==> src/rtl/softmax_max_subtract_serializer.sv <==
// Buffers one N-element signed vector, waits for its maximum, then streams
// saturated x[i] - max one element per accepted beat with valid/ready.
module softmax_max_subtract_serializer #(
  parameter int BIT_WIDTH = 16,
  parameter int N         = 32,
  parameter int IDX_W     = $clog2(N)
) (
  input  logic                           i_clk,
  input  logic                           i_rst,
  input  logic                           i_valid,
  output logic                           o_ready,
  input  logic [N-1:0][BIT_WIDTH-1:0]    i_data,
  input  logic                           i_max_valid,
  input  logic signed [BIT_WIDTH-1:0]    i_max,
  output logic                           o_valid,
  input  logic                           i_ready,
  output logic signed [BIT_WIDTH-1:0]    o_data,
  output logic [IDX_W-1:0]               o_idx,
  output logic                           o_last,
  output logic                           o_busy,
  output logic                           o_err
);

  typedef enum logic [1:0] {IDLE, WAIT_MAX, STREAM} state_t;

  localparam logic signed [BIT_WIDTH-1:0] SAT_MAX = {1'b0, {(BIT_WIDTH-1){1'b1}}};
  localparam logic signed [BIT_WIDTH-1:0] SAT_MIN = {1'b1, {(BIT_WIDTH-1){1'b0}}};
  localparam logic [IDX_W-1:0]            LAST_IDX = IDX_W'(N - 1);

  state_t                       state_q, state_d;
  logic signed [BIT_WIDTH-1:0]  max_q, max_d;
  logic                         valid_q, valid_d;
  logic signed [BIT_WIDTH-1:0]  data_q, data_d;
  logic [IDX_W-1:0]             idx_q, idx_d;
  logic                         last_q, last_d;
  logic                         ready_q, ready_d;
  logic                         busy_q, busy_d;
  logic                         err_q, err_d;
  logic                         capture;
  logic [N-1:0][BIT_WIDTH-1:0]  vec_q;

  // One extra bit of headroom, then clamp back to BIT_WIDTH.
  function automatic logic signed [BIT_WIDTH-1:0] sat_sub(
    input logic signed [BIT_WIDTH-1:0] a,
    input logic signed [BIT_WIDTH-1:0] b
  );
    logic [BIT_WIDTH:0] diff;
    diff = {a[BIT_WIDTH-1], a} - {b[BIT_WIDTH-1], b};
    if (diff[BIT_WIDTH] != diff[BIT_WIDTH-1]) begin
      return diff[BIT_WIDTH] ? SAT_MIN : SAT_MAX;
    end
    return diff[BIT_WIDTH-1:0];
  endfunction

  always_comb begin
    state_d = state_q;
    max_d   = max_q;
    valid_d = valid_q;
    data_d  = data_q;
    idx_d   = idx_q;
    last_d  = last_q;
    err_d   = 1'b0;
    capture = 1'b0;
    case (state_q)
      IDLE: begin
        // A max arriving here has no vector to belong to; flag and drop it.
        err_d = i_max_valid;
        if (i_valid) begin
          capture = 1'b1;
          state_d = WAIT_MAX;
        end
      end
      WAIT_MAX: begin
        if (i_max_valid) begin
          max_d   = i_max;
          state_d = STREAM;
          valid_d = 1'b1;
          idx_d   = '0;
          data_d  = sat_sub(vec_q[0], i_max);
          last_d  = 1'b0;
        end
      end
      STREAM: begin
        err_d = i_max_valid;
        if (valid_q && i_ready) begin
          if (last_q) begin
            state_d = IDLE;
            valid_d = 1'b0;
            last_d  = 1'b0;
            idx_d   = '0;
            data_d  = '0;
          end else begin
            idx_d  = idx_q + 1'b1;
            data_d = sat_sub(vec_q[idx_d], max_q);
            last_d = (idx_d == LAST_IDX);
          end
        end
      end
      default: state_d = IDLE;
    endcase
    ready_d = (state_d == IDLE);
    busy_d  = (state_d != IDLE);
  end

  always_ff @(posedge i_clk or posedge i_rst) begin
    if (i_rst) begin
      state_q <= IDLE;
      max_q   <= '0;
      valid_q <= 1'b0;
      data_q  <= '0;
      idx_q   <= '0;
      last_q  <= 1'b0;
      ready_q <= 1'b1;
      busy_q  <= 1'b0;
      err_q   <= 1'b0;
    end else begin
      state_q <= state_d;
      max_q   <= max_d;
      valid_q <= valid_d;
      data_q  <= data_d;
      idx_q   <= idx_d;
      last_q  <= last_d;
      ready_q <= ready_d;
      busy_q  <= busy_d;
      err_q   <= err_d;
    end
  end

  // Vector storage needs no reset: it is always written before it is read.
  always_ff @(posedge i_clk) begin
    if (capture) begin
      vec_q <= i_data;
    end
  end

  assign o_ready = ready_q;
  assign o_valid = valid_q;
  assign o_data  = data_q;
  assign o_idx   = idx_q;
  assign o_last  = last_q;
  assign o_busy  = busy_q;
  assign o_err   = err_q;

endmodule
==> config.mk <==
export PLATFORM = sky130hd
export DESIGN_NAME = softmax_max_subtract_serializer
export DESIGN_NICKNAME = d
export VERILOG_FILES = /design/src/rtl/softmax_max_subtract_serializer.sv
export SDC_FILE = /design/constraint.sdc
export NUM_CORES = 1
export LEC_CHECK = 0
export CAP_MARGIN = 40
export CORE_MARGIN = 8
export CORE_UTILIZATION = 50
export DETAILED_ROUTE_END_ITERATION = 16
export PLACE_DENSITY = 0.87
export SYNTH_ARGS = -nofsm -noshare
export SYNTH_HDL_FRONTEND = slang
export SYNTH_SLANG_ARGS = --single-unit
==> constraint.sdc <==
create_clock -name i_clk -period 43.8 [get_ports i_clk]
set_input_delay 8.76 -clock i_clk [delete_from_list [all_inputs] [get_ports i_clk]]
set_output_delay 8.76 -clock i_clk [all_outputs]
set_load 0.01 [all_outputs]
### After elaboration in Yosys (flattened, before gate mapping)

Index checks and enable logic that the tools add are counted.

* register bits: 556
* output and inout bits: 26
* word-level logic and storage cells: 101

* add/subtract/negate cells: 3
* order comparisons: 1
* eq/ne operators: 8
* multiplexer cells: 39
* reductions and logical operators: 9

Operator list (number)
* $mux W16: 10
* $bmux W16 S5: 1
* $sub A16 B16 Y17: 2
* $pmux W16 S2: 1
* $mux W1: 16
* $mux W5: 3
* $pmux W5 S2: 1
* $mux W2: 4
* $lt A5 B6 Y1 const B: 1
* $ne A2 B2 Y1 const B: 3
* $pmux W2 S3: 1
* $add A5 B1 Y5 const B: 1
* $eq A5 B5 Y1 const B: 1
* $logic_not A2 Y1: 2
* $pmux W1 S2: 2
* $reduce_and A4 Y1: 1
* $reduce_bool A2 Y1: 2
* $reduce_and A3 Y1: 1
* $eq A2 B1 Y1 const B: 1
* $eq A2 B2 Y1 const B: 1
* $ne A1 B1 Y1: 2
* $reduce_and A2 Y1: 1
* $reduce_or A2 Y1: 1
* $logic_and A1 B1 Y1: 1

### Depth between registers and ports, before layout

Gate-level depths: netlist (run 1).

* depth in word-level cells: 13
* mapped depth: 22
* depth with buffers taken out: 16

### Least setup slack after synthesis (run 1)

No wires, ideal clock.

* kind: input to register
* start point: input port i_valid
* end point: register vec_q[0] (netlist bit) (enable)
* arrival: 45.048 ns
* slack: -3.366 ns
* cell stages on the path: 1
* path buffers: 0
* path through: nor3b_1

* cells in the longest elaborated chain, start to end: 2

Ends and longest elaborated chain
* start, declared: RTL line 10 `input logic i_valid,`
* $mux W1: RTL line 68 `if (i_valid) begin`
* $mux W1: RTL line 64 `case (state_q)`
* end signal, assigned: RTL line 132 `vec_q <= i_data;`
* end, declared: RTL line 40 `logic [N-1:0][BIT_WIDTH-1:0] vec_q;`

No other way between the ends.
A chain may end at the register's enable or synchronous reset.

### Final worst setup path (run 1)

* start point: input port i_valid
* end point: register vec_q[127] (netlist bit) (enable)

* cells in the longest elaborated chain, start to end: 2

Ends and longest elaborated chain
* $mux W1: RTL line 68
* $mux W1: RTL line 64
* named net capture: RTL line 39 `logic capture;`

The timed path passes the listed nets, and every way through them passes these cells.

==> results of run 1 <==
-- registers in the layout, summed over array words and instances, names as in the netlist --
register,flops
vec_q,512
max_q,16
o_data,16
o_idx,5
state_q,2
o_busy,1
o_err,1
o_last,1
o_ready,1
o_valid,1
-- cells in the mapped netlist (all sizes together), types with 17 or more instances --
cell / n / area share
clkbuf: 30 / 0.0049
nand2: 45 / 0.0074
ha: 35 / 0.019
mux4: 160 / 0.16
edfxtp: 512 / 0.67
a21oi: 33 / 0.0074
mux2: 17 / 0.0084
o21ai: 39 / 0.0093
nor2: 28 / 0.0047
buf: 17 / 0.0044
inv: 43 / 0.0070
dfrtp: 43 / 0.047
-- layout make-up --
type,count,share of cell area
antenna,10,0.0008027
clock buffer,65,0.04568
clock inverter,37,0.01152
inverter,43,0.005178
multi-input combinational,504,0.1967
sequential,556,0.5287
tap,600,0.02408
timing repair buffer,578,0.1874
-- power breakdown --
group          total [mW]  switching [mW]  leakage [nW]  internal [mW]
Clock               0.466           0.203         0.853          0.263
Combinational       0.721           0.368          4.61          0.353
Sequential          0.760          0.0466          5.31          0.713
-- per-layer routing --
| metal | global-route usage | routed length (um) |
|---|---|---|
| met1 | 0.2977 | 24870 |
| met2 | 0.4561 | 37080 |
| met3 | 0.05873 | 5050 |
| met4 | 0.08731 | 2011 |
| met5 | 0 | 45 |
-- worst min path at each step --
stage	from	end	slack, ps	cells after the start
after floorplan	max_q[10]$_DFFE_PP0P_	max_q[10]$_DFFE_PP0P_	450	2
after global placement	max_q[10]$_DFFE_PP0P_	max_q[10]$_DFFE_PP0P_	460	2
after detailed placement	max_q[10]$_DFFE_PP0P_	max_q[10]$_DFFE_PP0P_	470	2
after CTS	max_q[10]$_DFFE_PP0P_	max_q[10]$_DFFE_PP0P_	490	2
after global routing	max_q[8]$_DFFE_PP0P_	max_q[8]$_DFFE_PP0P_	510	2
final	max_q[2]$_DFFE_PP0P_	max_q[2]$_DFFE_PP0P_	480	2
-- worst max-delay path, stage by stage --
cell and delay, ps:
clkdlybuf4s50_1 520, nor3b_4 660, buf_4 820, buf_4 500, buf_16 320
-- cells by family after synthesis --
| group | Yosys count | share of synthesized area |
|---|---|---|
| flip-flops | 556 | 0.7187 |
| buffers and inverters | 90 | 0.01632 |
| multiplexers | 180 | 0.1668 |
| AO/OA/AOI/OAI | 134 | 0.04071 |
| adder cells (fa/ha/maj) | 37 | 0.02085 |
| AND/OR/NAND/NOR | 130 | 0.02778 |
| XOR/XNOR | 23 | 0.008787 |
==> insert_results.sql, run 1 <==
INSERT INTO impl_metrics (metric_group, metric, value, unit) VALUES
('synthesis', 'synthesis.instances', '1150', ''),
('sta', 'slew-limit-headroom', '0.2719', ''),
('cts', 'number_of_buffers_created_by_cts', '55', ''),
('sta', 'final.hold.worst_slack', '482.7', 'ps'),
('floorplan', 'floorplan.core_area', '45280', 'um2'),
('synthesis', 'ys_warn_count', '0', ''),
('floorplan', 'num_rows', '78', ''),
('sta', 'setup_violations_final', '0', ''),
('route', 'drt_pre_antenna_iters', '4', ''),
('route', 'avgViaCountPerCell', '5.750', ''),
('route', 'ant_nets', '0', ''),
('sta', 'finalSetupTns', '0', 'ps'),
('sta', 'timing.final.hold_violations', '0', ''),
('final_layout', 'layout.cells.most_common_list', 'clkdlybuf4s50_1, edfxtp_1, mux4_2', ''),
('floorplan', 'die_area', '52960', 'um2'),
('final_layout', 'finalNonFillerCells', '2393', ''),
('job', 'max_cap_viol_count', '0', ''),
('synthesis', 'synth.avg_cell_area', '19.94', 'um2'),
('worst_setup_path', 'crit_start', 'i_valid', ''),
('power_and_ir_drop', 'cellLeakagePower', '10.78', 'nW'),
('worst_setup_path', 'worstPathArrival', '11710', 'ps'),
('worst_setup_path', 'critPathLaunchType', 'input port', ''),
('cts', 'cts.repair_timing.setup_buffer_count', '0', ''),
('sta', 'finalMaxSlewViolations', '0', ''),
('synthesis', 'synth_nets', '1720', ''),
('final_layout', 'finalNetCount', '2308', ''),
('min_path', 'worst_hold_path_type', 'flop to flop', ''),
('final_layout', 'utilization', '0.6884', ''),
('global_routing', 'first_global_vias', '14853', ''),
('route', 'route.detailed.wl_per_inst', '28.86', 'um'),
('synthesis', 'distinct_cell_type_count_after_synthesis', '69', ''),
('global_routing', 'groute.usage.overall', '0.2543', ''),
('worst_setup_path', 'type_of_the_worst_setup_path', 'input port to flop', ''),
('power_and_ir_drop', 'power_per_cell_area', '62.44', 'nW/um2'),
('worst_setup_path', 'reg2reg_slack', '37250', 'ps'),
('worst_setup_path', 'r2r.worst_path.cells', '18', ''),
('final_layout', 'drive_above_1_share', '0.1699', ''),
('worst_setup_path', 'cp-end-kind', 'flop', ''),
('route', 'drc_errors', '0', ''),
('place', 'placedCellCount', '2281', ''),
('cts', 'cts_tree', 'yes', ''),
('outcome', 'outcome', 'completed', ''),
('synthesis', 'syn-cell-area', '22930', 'um2'),
('synthesis', 'most_common_flop_cell_mapped_by_yosys', 'edfxtp_1', ''),
('final_layout', 'area.sequential', '16480', 'um2'),
('sta', 'rsz0062_at_grt', 'no', ''),
('global_routing', 'grt_max_degree', '200', ''),
('sta', 'worst_pin_slew', '1092', 'ps'),
('worst_setup_path', 'critPathRequiredTime', '44070', 'ps'),
('final_layout', 'postLayoutCellArea', '31170', 'um2'),
('global_routing', 'grt_antenna_before_repair', '15', ''),
('sta', 'clock_skew', '32.89', 'ps'),
('cts', 'cts.repair.resized', '0', ''),
('floorplan', 'io_pins', '559', ''),
('synthesis', 'synth_seq_cells', '556', ''),
('floorplan', 'initial_utilization', '0.5063', ''),
('global_routing', 'gr-total-overflow', '0', ''),
('cts', 'cts.htree.levels', '2', ''),
('sta', 'period_needed', '11440', 'ps'),
('power_and_ir_drop', 'power.total', '1.947', 'mW'),
('route', 'drtIter0Drc', '1249', ''),
('place', 'place.port_buffers', '558', ''),
('worst_setup_path', 'regToRegEndpoint', 'o_data[13]$_DFFE_PP0P_', ''),
('final_layout', 'final_common_cell', 'clkdlybuf4s50_1', ''),
('place', 'placement.cell_area', '29370', 'um2'),
('route', 'dr_total_vias', '13759', ''),
('cts', 'clk_path_buf_depth', '3', ''),
('power_and_ir_drop', 'max-vdd-ir-drop', '0.03965', 'mV'),
('cts', 'clock-root-buffer', 'clkbuf_16', ''),
('place', 'minimum_setup_slack_after_placement', '31820', 'ps'),
('cts', 'clk-insertion-delay-late', '620', 'ps');
No activity file was read; power rests on OpenSTA's default activity.
==> run 2, diff against run 1 <==
==> constraint.sdc (replaced) <==
create_clock -name i_clk -period 11.2 [get_ports i_clk]
set_input_delay 2.24 -clock i_clk [delete_from_list [all_inputs] [get_ports i_clk]]
set_output_delay 2.24 -clock i_clk [all_outputs]
set_load 0.01 [all_outputs]
==> run 2 against run 1 <==
Against the previous run:
- power grew to 3.9 times the previous value
- worst setup slack got worse by 27000 ps
- flip-flop and latch count unchanged
- clock-buffer cell count grew 2
- final cell count increased by 0.71%
- critical endpoint is now o_data[13]$_DFFE_PP0P_
- largest cell class unchanged
==> insert_results.sql, run 2 (synthesis results as in run 1) <==
INSERT INTO impl_metrics (metric_group, metric, value, unit) VALUES
('outcome', 'outcome', 'completed', ''),
('sta', 'setup_violations_final', '0', ''),
('global_routing', 'grt_max_degree', '205', ''),
('worst_setup_path', 'timing.critical_path.slowest_stage_cell', 'ha_4', ''),
('route', 'route.detailed.wl_per_inst', '29.18', 'um'),
('cts', 'clk_path_buf_depth', '3', ''),
('cts', 'cts.htree.levels', '2', ''),
('cts', 'cts.repair_timing.setup_buffer_count', '0', ''),
('cts', 'number_of_buffers_created_by_cts', '56', ''),
('worst_setup_path', 'worstPathArrival', '6520', 'ps'),
('global_routing', 'gr-total-overflow', '0', ''),
('global_routing', 'grt_antenna_before_repair', '28', ''),
('sta', 'clock_skew', '34.29', 'ps'),
('final_layout', 'drive_above_1_share', '0.1705', ''),
('final_layout', 'final_common_cell', 'clkdlybuf4s50_1', ''),
('cts', 'cts_tree', 'yes', ''),
('final_layout', 'area_growth_syn_to_layout', '36.23', '%'),
('worst_setup_path', 'cp-end-kind', 'flop', ''),
('route', 'dr_total_vias', '13771', ''),
('cts', 'worst_setup_hold_path_clk_slew', '60', 'ps'),
('global_routing', 'grt_use_met2', '0.4411', ''),
('final_layout', 'largest_reg_flops', '512', ''),
('floorplan', 'num_rows', '78', ''),
('floorplan', 'io_pins', '559', ''),
('final_layout', 'regMostFlops', 'vec_q', ''),
('floorplan', 'die-height', '230.1', 'um'),
('sta', 'post-route-period-util', '0.5381', ''),
('sta', 'finalMaxSlewViolations', '0', ''),
('worst_setup_path', 'worstPathMaxFanout', '64', ''),
('worst_setup_path', 'critPathBufInv', '3', ''),
('place', 'gp_congestion', '0.9350', ''),
('power_and_ir_drop', 'power_per_cell_area', '245.9', 'nW/um2'),
('place', 'place.port_buffers', '558', ''),
('sta', 'period_needed', '6027', 'ps'),
('global_routing', 'groute.usage.overall', '0.2565', ''),
('route', 'drtIter0Drc', '1443', ''),
('final_layout', 'finalNetCount', '2307', ''),
('cts', 'cts-hold-fix-buffers', '0', ''),
('global_routing', 'grtUsageMet3', '0.07954', ''),
('power_and_ir_drop', 'cellLeakagePower', '10.80', 'nW'),
('final_layout', 'layout.cells.most_common_list', 'clkdlybuf4s50_1, edfxtp_1, mux4_2', ''),
('route', 'ant_nets', '0', ''),
('floorplan', 'die_area', '52960', 'um2'),
('global_routing', 'first_global_vias', '14676', ''),
('sta', 'post-route-worst-setup-slack', '5173', 'ps'),
('worst_setup_path', 'critPathRequiredTime', '11700', 'ps'),
('floorplan', 'die_width', '230.1', 'um'),
('min_path', 'worst_hold_path_type', 'flop to flop', ''),
('worst_setup_path', 'crit_top_cell', 'mux4_2', ''),
('power_and_ir_drop', 'max-vdd-ir-drop', '0.2372', 'mV'),
('route', 'drc_errors', '0', ''),
('route', 'drt_pre_antenna_iters', '5', ''),
('sta', 'timing.final.hold_violations', '0', ''),
('sta', 'timing.fmax', '165.9', 'MHz'),
('cts', 'clock-root-buffer', 'clkbuf_16', ''),
('sta', 'slew-limit-headroom', '0.09483', ''),
('sta', 'worst_pin_slew', '1358', 'ps'),
('power_and_ir_drop', 'power.total', '7.679', 'mW'),
('global_routing', 'grt_use_met1', '0.2883', ''),
('worst_setup_path', 'critPathLaunchType', 'flop', ''),
('place', 'minimum_setup_slack_after_placement', '5219', 'ps'),
('floorplan', 'floorplan.core_area', '45280', 'um2'),
('place', 'dpl.hpwl', '51980', 'um'),
('sta', 'rsz0062_at_grt', 'no', ''),
('global_routing', 'global_route_wire_length_before_repair', '98080', 'um'),
('job', 'max_cap_viol_count', '0', ''),
('route', 'avgViaCountPerCell', '5.714', ''),
('cts', 'cts_sinks', '556', ''),
('worst_setup_path', 'worst_path_largest_cell_delay', '780', 'ps'),
('worst_setup_path', 'type_of_the_worst_setup_path', 'flop to flop', ''),
('final_layout', 'utilization', '0.6897', ''),
('route', 'postRouteWirelength', '70320', 'um'),
('global_routing', 'global_route.peak_usage_layer', 'met2', ''),
('worst_setup_path', 'gate_family_responsible_for_the_most_delay_along_the_worst_path', 'multiplexers', ''),
('cts', 'clk-insertion-delay-late', '630', 'ps'),
('worst_setup_path', 'worstPathCellList', 'inv_1 -> ha_4 -> buf_4 -> buf_16 -> mux4_2 -> mux4_2 -> mux2_2 -> ha_1 -> o21a_1 -> o31a_1 -> o211ai_1 -> a21bo_2 -> nor4_1 -> nand3b_1 -> a31oi_1 -> o32a_1', ''),
('floorplan', 'initial_utilization', '0.5063', ''),
('cts', 'cts.repair.resized', '0', '');
[run 2: changes by cell type in the layout (fill, tap and decap cells not counted), sizes merged]
cell | before | now
clkinvlp | 7 | 4
inv | 43 | 44
clkinv | 25 | 27
diode | 10 | 27
buf | 20 | 18
clkbuf | 65 | 67
[run 2: final timing paths]
kind	startpoint	to	slack, ps	cells after the start
max in group asynchronous	i_rst	o_idx[0]$_DFFE_PP0P_	8620	3
min in group asynchronous	i_rst	o_busy$_DFF_PP0_	2110	3
max reg2reg	o_idx[0]$_DFFE_PP0P_	o_data[13]$_DFFE_PP0P_	5170	16
min reg2reg	max_q[3]$_DFFE_PP0P_	max_q[3]$_DFFE_PP0P_	480	2
max	o_idx[0]$_DFFE_PP0P_	o_data[13]$_DFFE_PP0P_	5170	16
min	max_q[3]$_DFFE_PP0P_	max_q[3]$_DFFE_PP0P_	480	2
[run 2: power by group]
group	internal, mW	switching, mW	total (mW)
registers	2.80	0.169	2.96
clock network	1.06	0.805	1.86
logic	1.37	1.48	2.85
[run 2: routing by layer]
| metal | up-vias | routed length, um |
|---|---|---|
| met3 | 147 | 6175 |
| met1 | 6937 | 24080 |
| li1 | 5937 | - |
| met4 | 8 | 3043 |
| met5 | - | 49 |
| met2 | 742 | 36970 |
[run 2: cell type report]
type / count / area, um2
Sequential cell: 556 / 16480
Fill cell: 2842 / 14050
Multi-Input combinational cell: 504 / 6132
Timing Repair Buffer: 576 / 5826
Clock buffer: 67 / 1473
Tap cell: 600 / 750.7
Clock inverter: 37 / 341.6
Inverter: 43 / 161.4
Antenna cell: 27 / 67.56
[run 2: tightest hold or removal path, delay by kind of cell, from the launching register on]
kind | cells | cell delay [ps]
AOI/OAI and AO/OA | 1 | 60
DFF | 1 | 340
and+or+nand+nor | 1 | 40
[run 2: metrics by stage]
stage	hold slack [ps]	cells	instance area (um2)	TNS (ps)
global route	505.2	2408	31230	0
global placement	468.6	2274	29230	0
finish	483.7	2410	31230	0
floorplan	449.8	1150	22940	-2253320
detailed placement	474.0	2279	29350	0
CTS	489.0	2383	31160	0
==> run 3, diff against run 2 <==
==> constraint.sdc (replaced) <==
create_clock -name i_clk -period 5.95 [get_ports i_clk]
set_input_delay 1.19 -clock i_clk [delete_from_list [all_inputs] [get_ports i_clk]]
set_output_delay 1.19 -clock i_clk [all_outputs]
set_load 0.01 [all_outputs]
==> run 3 against run 2 <==
Against the previous run:
- design area decreased by 0.11%
- via count increased by 0.62%
- die area unchanged
- register-to-register slack got worse by 4600 ps
- final cell count decreased by 0.58%
- critical path type unchanged
- largest cell class unchanged
==> insert_results.sql, run 3 (synthesis results as in run 1) <==
INSERT INTO impl_metrics (metric_group, metric, value, unit) VALUES
('outcome', 'outcome', 'completed', ''),
('cts', 'clock-root-buffer', 'clkbuf_16', ''),
('final_layout', 'utilization', '0.6889', ''),
('min_path', 'worst_hold_path_type', 'flop to flop', ''),
('final_layout', 'multi_input_comb_area', '6132', 'um2'),
('final_layout', 'final_common_cell', 'clkdlybuf4s50_1', ''),
('worst_setup_path', 'cp-end-kind', 'flop', ''),
('worst_setup_path', 'r2r.worst_path.cells', '16', ''),
('place', 'placement.cell_area', '29360', 'um2'),
('place', 'placedCellCount', '2283', ''),
('floorplan', 'num_rows', '78', ''),
('floorplan', 'die-height', '230.1', 'um'),
('place', 'minimum_setup_slack_after_placement', '561.5', 'ps'),
('floorplan', 'die_width', '230.1', 'um'),
('power_and_ir_drop', 'max-vdd-ir-drop', '0.3211', 'mV'),
('route', 'drc_errors', '0', ''),
('route', 'drt_pre_antenna_iters', '5', ''),
('route', 'route.detailed.wl_per_inst', '29.33', 'um'),
('final_layout', 'area_growth_syn_to_layout', '36.08', '%'),
('sta', 'setup_violations_final', '0', ''),
('route', 'postRouteWirelength', '70270', 'um'),
('final_layout', 'finalNonFillerCells', '2396', ''),
('final_layout', 'finalNetCount', '2309', ''),
('worst_setup_path', 'worstPathArrival', '5900', 'ps'),
('sta', 'timing.fmax', '185.4', 'MHz'),
('global_routing', 'grt_antenna_before_repair', '14', ''),
('final_layout', 'drive_above_1_share', '0.1709', ''),
('sta', 'rsz0062_at_grt', 'no', ''),
('cts', 'cts.repair_timing.setup_buffer_count', '0', ''),
('global_routing', 'first_global_vias', '15139', ''),
('sta', 'worst_pin_slew', '1081', 'ps'),
('sta', 'finalMaxSlewViolations', '0', ''),
('route', 'dr_total_vias', '13856', ''),
('power_and_ir_drop', 'cellLeakagePower', '10.79', 'nW'),
('worst_setup_path', 'critPathLaunchType', 'flop', ''),
('sta', 'post-route-worst-setup-slack', '556.5', 'ps'),
('final_layout', 'regMostFlops', 'vec_q', ''),
('cts', 'cts-hold-fix-buffers', '0', ''),
('place', 'dpl.hpwl', '51960', 'um'),
('worst_setup_path', 'reg2reg_slack', '560', 'ps'),
('cts', 'worst_setup_hold_path_clk_slew', '70', 'ps'),
('cts', 'cts.repair.resized', '0', ''),
('power_and_ir_drop', 'power_per_cell_area', '460.7', 'nW/um2'),
('final_layout', 'largest_reg_flops', '512', ''),
('min_path', 'worst_hold_startpoint', 'max_q[3]$_DFFE_PP0P_', ''),
('final_layout', 'area.sequential', '16480', 'um2'),
('floorplan', 'die_area', '52960', 'um2'),
('cts', 'clk_path_buf_depth', '3', ''),
('worst_setup_path', 'timing.rr.start', 'o_idx[0]$_DFFE_PP0P_', ''),
('sta', 'timing.final.hold_violations', '0', ''),
('cts', 'cts.htree.levels', '2', ''),
('global_routing', 'global_route_wire_length_before_repair', '100500', 'um'),
('worst_setup_path', 'critPathRequiredTime', '6450', 'ps'),
('min_path', 'hold_path_depth', '2', ''),
('min_path', 'timing.hold.worst_endpoint', 'max_q[3]$_DFFE_PP0P_', ''),
('global_routing', 'gr-total-overflow', '0', ''),
('floorplan', 'io_pins', '559', ''),
('place', 'place.port_buffers', '558', ''),
('final_layout', 'fill_cells', '2807', ''),
('worst_setup_path', 'worstPathMaxFanout', '32', ''),
('sta', 'period_needed', '5393', 'ps'),
('global_routing', 'grt_max_degree', '188', ''),
('cts', 'cts_sinks', '556', ''),
('sta', 'post-route-period-util', '0.9065', ''),
('route', 'drtIter0Drc', '1291', ''),
('floorplan', 'floorplan.core_area', '45280', 'um2'),
('final_layout', 'layout.cells.most_common_list', 'clkdlybuf4s50_1, edfxtp_1, mux4_2', ''),
('cts', 'clk-insertion-delay-late', '620', 'ps'),
('worst_setup_path', 'type_of_the_worst_setup_path', 'flop to flop', ''),
('global_routing', 'groute.usage.overall', '0.2588', ''),
('job', 'max_cap_viol_count', '0', ''),
('worst_setup_path', 'regToRegEndpoint', 'o_data[13]$_DFFE_PP0P_', ''),
('sta', 'final.hold.worst_slack', '479.3', 'ps'),
('sta', 'slew-limit-headroom', '0.2791', ''),
('final_layout', 'postLayoutCellArea', '31200', 'um2'),
('cts', 'number_of_buffers_created_by_cts', '54', ''),
('floorplan', 'initial_utilization', '0.5063', ''),
('place', 'gp_congestion', '0.9203', ''),
('route', 'ant_nets', '0', ''),
('sta', 'clock_skew', '36.44', 'ps'),
('route', 'avgViaCountPerCell', '5.783', ''),
('cts', 'cts_tree', 'yes', '');
## run 3: worst max-delay path by stage
stage	from	to	slack, ps	depth (start not counted)
after global placement	o_idx[0]$_DFFE_PP0P_	o_data[13]$_DFFE_PP0P_	790	15
after global routing	o_idx[0]$_DFFE_PP0P_	o_data[13]$_DFFE_PP0P_	280	16
after floorplan	i_valid	vec_q[0]$_DFFE_PP_	-8600	1
final	o_idx[0]$_DFFE_PP0P_	o_data[13]$_DFFE_PP0P_	560	16
after CTS	o_idx[0]$_DFFE_PP0P_	o_data[5]$_DFFE_PP0P_	540	16
after detailed placement	o_idx[0]$_DFFE_PP0P_	o_data[13]$_DFFE_PP0P_	560	16
## run 3: power by group
group,internal (mW),switching (mW)
Combinational,2.58,2.76
Sequential,5.25,0.319
Clock,1.98,1.48
## run 3: layout make-up
class | instances | area share
diodes | 11 | 0.0008823
clock inverters | 35 | 0.01207
repair buffers | 580 | 0.1871
flip-flops and latches | 556 | 0.5283
multi-input cells | 504 | 0.1966
inverters | 43 | 0.005174
well taps | 600 | 0.02406
clock buffers | 67 | 0.04584
## run 3: through the flow
stage	power [mW]	setup TNS (ps)
final	14.37	0
after global routing	14.99	0
after floorplan	9.425	-4403720
after detailed placement	10.94	0
after CTS	14.45	0
after global placement	10.73	0
## run 3: critical path: stages, from the launching register on
cell and delay (ps):
dfrtp_4 480, inv_1 90, ha_4 520, buf_4 510, buf_4 290, mux4_2 320
mux4_2 480, mux2_2 280, ha_1 350, nand2_1 90, nor2_1 190, o211ai_1 170
a21bo_2 260, nor4_1 300, nand3b_1 480, a31oi_1 100, o32a_1 340
## run 3: layer usage
metal	global-route usage	vias up	routed length (um)	part of all wire
li1	-	5917	-	-
met1	0.2961	7032	24590	0.35
met4	0.09741	4	2400	0.034
met2	0.4625	768	37880	0.54
met5	0	-	23	0.00033
met3	0.06661	135	5366	0.076
